**src/rtl/tpu_pkg.sv**
```systemverilog
// Shared types and defaults for the systolic array sequencer.
package tpu_pkg;

  localparam int unsigned DIM_DEFAULT = 8;

  typedef enum logic [1:0] {
    IDLE  = 2'd0,
    CLEAR = 2'd1,
    RUN   = 2'd2,
    DONE  = 2'd3
  } seq_state_t;

endpackage

```
**src/rtl/systolic_seq_if.sv**
```systemverilog
// Control/status bundle between the pass requester and the systolic sequencer.
interface systolic_seq_if #(
  parameter int unsigned DIM   = 8,
  parameter int unsigned CNT_W = $clog2(3 * DIM)
);

  logic             start;
  logic             clr_acc;
  logic             stall;
  logic             abort;
  logic             ready;
  logic             busy;
  logic             done;
  logic             mac_en;
  logic             mac_wren;
  logic             cin_zero;
  logic [CNT_W-1:0] skew_t;
  logic [DIM-1:0]   lane_vld;

  modport master (
    output start, clr_acc, stall, abort,
    input  ready, busy, done, mac_en, mac_wren, cin_zero, skew_t, lane_vld
  );

  modport slave (
    input  start, clr_acc, stall, abort,
    output ready, busy, done, mac_en, mac_wren, cin_zero, skew_t, lane_vld
  );

endinterface

```
**src/rtl/skew_lane_mask.sv**
```systemverilog
// Flags which rows/columns receive a real operand at skew cycle skew_t.
module skew_lane_mask #(
  parameter int unsigned DIM   = 8,
  parameter int unsigned CNT_W = $clog2(3 * DIM)
) (
  input  logic             run,
  input  logic [CNT_W-1:0] skew_t,
  output logic [DIM-1:0]   lane_vld
);

  // Lane i carries operand index skew_t - i, valid while that index is in 0..DIM-1.
  always_comb begin
    lane_vld = '0;
    for (int i = 0; i < DIM; i++) begin
      if (run && (skew_t >= CNT_W'(i)) && ((skew_t - CNT_W'(i)) < CNT_W'(DIM))) begin
        lane_vld[i] = 1'b1;
      end
    end
  end

endmodule

```
**src/rtl/systolic_seq.sv**
```systemverilog
// Sequencer for one DIM x DIM systolic matrix-multiply pass: clear, skewed run, done.
module systolic_seq
  import tpu_pkg::*;
#(
  parameter int unsigned DIM   = DIM_DEFAULT,
  parameter int unsigned CNT_W = $clog2(3 * DIM)
) (
  input logic          clk,
  input logic          rst_n,
  systolic_seq_if.slave bus
);

  localparam logic [CNT_W-1:0] LAST_T = CNT_W'(3 * DIM - 3);

  seq_state_t       state;
  logic [CNT_W-1:0] skew_t;

  always_ff @(posedge clk) begin
    if (!rst_n) begin
      state  <= IDLE;
      skew_t <= '0;
    end else begin
      case (state)
        IDLE: begin
          skew_t <= '0;
          if (bus.start) state <= bus.clr_acc ? CLEAR : RUN;
        end
        CLEAR: begin
          skew_t <= '0;
          state  <= bus.abort ? IDLE : RUN;
        end
        RUN: begin
          // Abort wins over both stall and the final-cycle transition.
          if (bus.abort) begin
            state  <= IDLE;
            skew_t <= '0;
          end else if (!bus.stall) begin
            if (skew_t == LAST_T) begin
              state  <= DONE;
              skew_t <= '0;
            end else begin
              skew_t <= skew_t + CNT_W'(1);
            end
          end
        end
        DONE: begin
          state  <= IDLE;
          skew_t <= '0;
        end
        default: begin
          state  <= IDLE;
          skew_t <= '0;
        end
      endcase
    end
  end

  assign bus.ready    = (state == IDLE);
  assign bus.busy     = (state != IDLE);
  assign bus.done     = (state == DONE);
  assign bus.mac_en   = (state == RUN) && !bus.stall;
  assign bus.mac_wren = (state == CLEAR);
  assign bus.cin_zero = (state == CLEAR);
  assign bus.skew_t   = skew_t;

  skew_lane_mask #(
    .DIM   (DIM),
    .CNT_W (CNT_W)
  ) u_lane_mask (
    .run      (state == RUN),
    .skew_t   (skew_t),
    .lane_vld (bus.lane_vld)
  );

endmodule
```
**src/flat_wrapper.sv**
```systemverilog
// flat-port wrapper written by rule: the top's interface ports become plain ports
module systolic_seq_flat import tpu_pkg::*;
#(
  parameter int unsigned DIM   = DIM_DEFAULT,
  parameter int unsigned CNT_W = $clog2(3 * DIM)
)
  (clk, rst_n, bus_start, bus_clr_acc, bus_stall, bus_abort, bus_ready, bus_busy, bus_done, bus_mac_en, bus_mac_wren, bus_cin_zero, bus_skew_t, bus_lane_vld);
  systolic_seq_if #(.DIM(DIM), .CNT_W(CNT_W)) bus_i ();
  input logic clk;
  input logic rst_n;
  input wire logic [$bits(bus_i.start)-1:0] bus_start;
  input wire logic [$bits(bus_i.clr_acc)-1:0] bus_clr_acc;
  input wire logic [$bits(bus_i.stall)-1:0] bus_stall;
  input wire logic [$bits(bus_i.abort)-1:0] bus_abort;
  output wire logic [$bits(bus_i.ready)-1:0] bus_ready;
  output wire logic [$bits(bus_i.busy)-1:0] bus_busy;
  output wire logic [$bits(bus_i.done)-1:0] bus_done;
  output wire logic [$bits(bus_i.mac_en)-1:0] bus_mac_en;
  output wire logic [$bits(bus_i.mac_wren)-1:0] bus_mac_wren;
  output wire logic [$bits(bus_i.cin_zero)-1:0] bus_cin_zero;
  output wire logic [$bits(bus_i.skew_t)-1:0] bus_skew_t;
  output wire logic [$bits(bus_i.lane_vld)-1:0] bus_lane_vld;
  assign bus_i.start = bus_start;
  assign bus_i.clr_acc = bus_clr_acc;
  assign bus_i.stall = bus_stall;
  assign bus_i.abort = bus_abort;
  assign bus_ready = bus_i.ready;
  assign bus_busy = bus_i.busy;
  assign bus_done = bus_i.done;
  assign bus_mac_en = bus_i.mac_en;
  assign bus_mac_wren = bus_i.mac_wren;
  assign bus_cin_zero = bus_i.cin_zero;
  assign bus_skew_t = bus_i.skew_t;
  assign bus_lane_vld = bus_i.lane_vld;
  systolic_seq #(.DIM(DIM), .CNT_W(CNT_W)) u_core (.clk(clk), .rst_n(rst_n), .bus(bus_i));
endmodule
```
**config.mk**
```make
export PLATFORM = sky130hd
export DESIGN_NAME = systolic_seq_flat
export DESIGN_NICKNAME = d
export VERILOG_FILES = /design/src/rtl/tpu_pkg.sv /design/src/rtl/systolic_seq_if.sv /design/src/rtl/skew_lane_mask.sv /design/src/rtl/systolic_seq.sv /design/src/flat_wrapper.sv
export SDC_FILE = /design/constraint.sdc
export NUM_CORES = 1
export LEC_CHECK = 0
export ABC_AREA = 1
export CAP_MARGIN = 20
export CORE_ASPECT_RATIO = 1.2
export CORE_UTILIZATION = 40
export DETAILED_ROUTE_END_ITERATION = 8
export PLACE_DENSITY_LB_ADDON = 0.1
export SYNTH_ARGS = -nofsm -noshare
export SYNTH_HDL_FRONTEND = slang
export SYNTH_SLANG_ARGS = --single-unit
```
**constraint.sdc**
```tcl
create_clock -name clk -period 1.25 [get_ports clk]
set_input_delay 0.125 -clock clk [delete_from_list [all_inputs] [get_ports clk]]
set_output_delay 0.125 -clock clk [all_outputs]
set_load 0.03 [all_outputs]
```
==> metrics.md <==
| Metric | Value |
|---|---|
| Utilization after layout | `91.7%` |
| Compound-Gate Fraction of Synth Area | `8.90%` |
| Chip Width | `43.9 µm` |
| Pre-CTS setup slack | `-138 ps` |
| Synth Flop Type | `dfxtp_1` |
| Slew Viols, Final | `0` |
| Setup Skew | `5.74 ps` |
| Insertion delay to the later sink of the worst-skew pair | `270 ps` |
| P&R area growth vs syn | `108%` |
| Final setup vio count | `17` |
| Worst Setup End Kind | `output port` |
| Initial antenna violation count | `0` |
| Detailed Route Iter0 Violations | `33` |
| Leak pwr | `0.793 nW` |
| Via density | `5.47` |
| Proportion of layout cells with a drive suffix above 1 | `64.8%` |
| Synth warn | `0` |
| Clk slew on worst S/H paths | `60 ps` |
| #FFs+latches synth | `7` |
| CP Class | `reg2out` |
| CTS root buffer | `clkbuf_4` |
| PnR worst setup slack | `-388 ps` |
| Multiplexer share of the synthesized area | `0%` |
| Startpoint class of the critical path | `flop` |
| Min-Delay Path Class | `in2reg` |
| Ys async rst share | `0%` |
| # clock sinks | `7` |
| Min Clock Period, post-route | `1640 ps` |
| Run status | `finished with violations` |
| Post-route ant nets | `0` |
| Max Cap Viol | `0` |
| Main combinational cell family by area after synthesis | `simple AND/OR/NAND/NOR gates` |
| Yosys cell types | `23` |
| CTS tree | `built` |
| IO Pins | `25` |
| Post-cts hold buffer count | `0` |
| Die Y | `52.3 µm` |
| Nets | `215` |
| Fin crit share | `131%` |
| Fill count | `70` |
| Fin. Hold Viols | `0` |
| Largest net degree at the start of global routing | `9` |
| Unrepaired setup endpoints after global routing | `true` |
| Top fanout value on the critical path | `7` |
| Worst EP arrival | `1510 ps` |
| Failing checks | `setup timing` |
| Vias in the first global route | `1095` |
| Net Count, Synth | `157` |
| Die area | `2300 µm²` |
| Max clock buf depth | `2` |
| Mapped Cells | `142` |
| Maximum clock rate | `611 MHz` |
| Post-synthesis adder-cell area fraction | `13.4%` |
| GRT overflow | `0` |
| Total CTS buffers | `3` |
| Peak VDD IR | `1.18 mV` |
| Htree depth | `1` |
| P per Cell Area | `753 nW/µm²` |
| DP Wirelength | `2020 µm` |
| First-pass GRT wire length | `4750 µm` |
| Rows | `17` |
| Port buffer count | `24` |
| Routability Congestion | `0.867` |
| EDFF count, synth | `0` |
| Ant diodes | `0` |
| Slew headroom | `81.7%` |
| Synth Area in XOR/XNOR | `7.27%` |
| Worst-Margin Slew | `274 ps` |
| Core ar. | `1910 µm²` |
| Commonest non-fill, non-tap cell in the layout | `buf_4` |
| Detailed Routing Iterations Pass 1 | `6` |
| Mean post-synth cell area | `5.94 µm²` |
| WL per Instance | `16.5 µm` |
| Simple-gate share of the synthesized area | `42.6%` |
| Drt drc | `0` |
| Initial Utilization | `44.1%` |
| Vias | `1192` |
| Post-Syn Area | `843 µm²` |
| Gr usage total | `28.4%` |
| Sequential element share of the synthesized area | `16.6%` |
| DRT Wirelength | `3610 µm` |
| Most frequent cells in the layout | `32 x buf_4, 30 x nand2_1, 19 x buf_6, 9 x nand2_2` |
| CP required | `1120 ps` |
per-layer routing:
metal	GRT usage [%]	vias up	wire, µm
met5	0	-	0
met4	13.1	0	79
met3	1.38	8	162
met2	57.2	53	1980
met1	28.8	569	1380
li1	-	562	-
through the flow:
| step | std cells | setup TNS (ps) | power, mW | area, µm² | hold slack, ps |
|---|---|---|---|---|---|
| global placement | 206 | -745 | 0.795 | 1390 | 549 |
| finish | 218 | -3040 | 1.32 | 1760 | 498 |
| detailed placement | 206 | -860 | 0.804 | 1390 | 548 |
| CTS | 216 | -2410 | 1.08 | 1580 | 480 |
| global route | 218 | -3850 | 1.37 | 1760 | 534 |
| floorplan | 142 | -1860 | 0.599 | 1030 | 252 |
power by group:
| group | switching, mW | leakage, nW | internal, mW |
|---|---|---|---|
| logic | 0.466 | 0.716 | 0.349 |
| registers | 0.0380 | 0.0619 | 0.241 |
| clock network | 0.104 | 0.0150 | 0.123 |
cell families (layout without fill, tap and decap cells):
family,Yosys count,after routing
xor gates and xnor gates,7,7
AOI/OAI and AO/OA,14,14
DFF,7,7
adders and majority gates,9,9
and+or+nand+nor,82,82
buffers and inverters,23,80
worst max-delay path, cell delays in order (launching register included):
cell	delay, ps
dfxtp_4	420
inv_6	60
ha_4	170
nand2_4	60
nand2_2	50
xor2_1	130
inv_1	70
nand2_2	60
nor2_4	90
buf_6	130
Yosys cell counts, types with 2 or more instances:
cell / instances / area [µm²]
nor3_1: 5 / 25.0
nor2_1: 16 / 60.1
o21ai_0: 4 / 20.0
inv_2: 4 / 15.0
xor2_1: 6 / 52.6
nand2_2: 2 / 12.5
ha_1: 9 / 113
nand2_1: 41 / 154
dfxtp_1: 7 / 140
nor2_2: 2 / 12.5
buf_2: 4 / 20.0
inv_1: 14 / 52.6
nand4_1: 2 / 12.5
nand3_1: 11 / 55.1
o21ai_1: 2 / 10.0
a21oi_1: 6 / 30.0
final timing paths:
kind | from | cells past startpoint | slack [ps] | end
max | u_core.bus.skew_t[2] | 9 | -390 | bus_lane_vld[3]
min | rst_n | 3 | 500 | u_core.bus.skew_t[1]
max reg2reg | u_core.bus.skew_t[3] | 8 | -80 | u_core.state[1]
min reg2reg | u_core.bus.skew_t[0] | 3 | 640 | u_core.bus.skew_t[0]
state kept, by name, indices dropped and copies added, names as in the netlist:
name,flops
u_core.bus.skew_t,5
u_core.state,2
cell type report:
cell class	count	area (µm²)	area share, %
clock buffer	4	26.3	1.50
inverter	18	90.1	5.13
multi-input combinational	112	921	52.5
sequential	7	164	9.34
tap	19	23.8	1.35
timing repair buffer	58	531	30.2
what timing repair did:
item                                    CTS  global route
resized for setup                        43            42
setup buffers                             7             3
endpoints found under the setup margin   17            19
pin swaps                                16            11
Note: power is estimated with default switching activity, not from simulation.
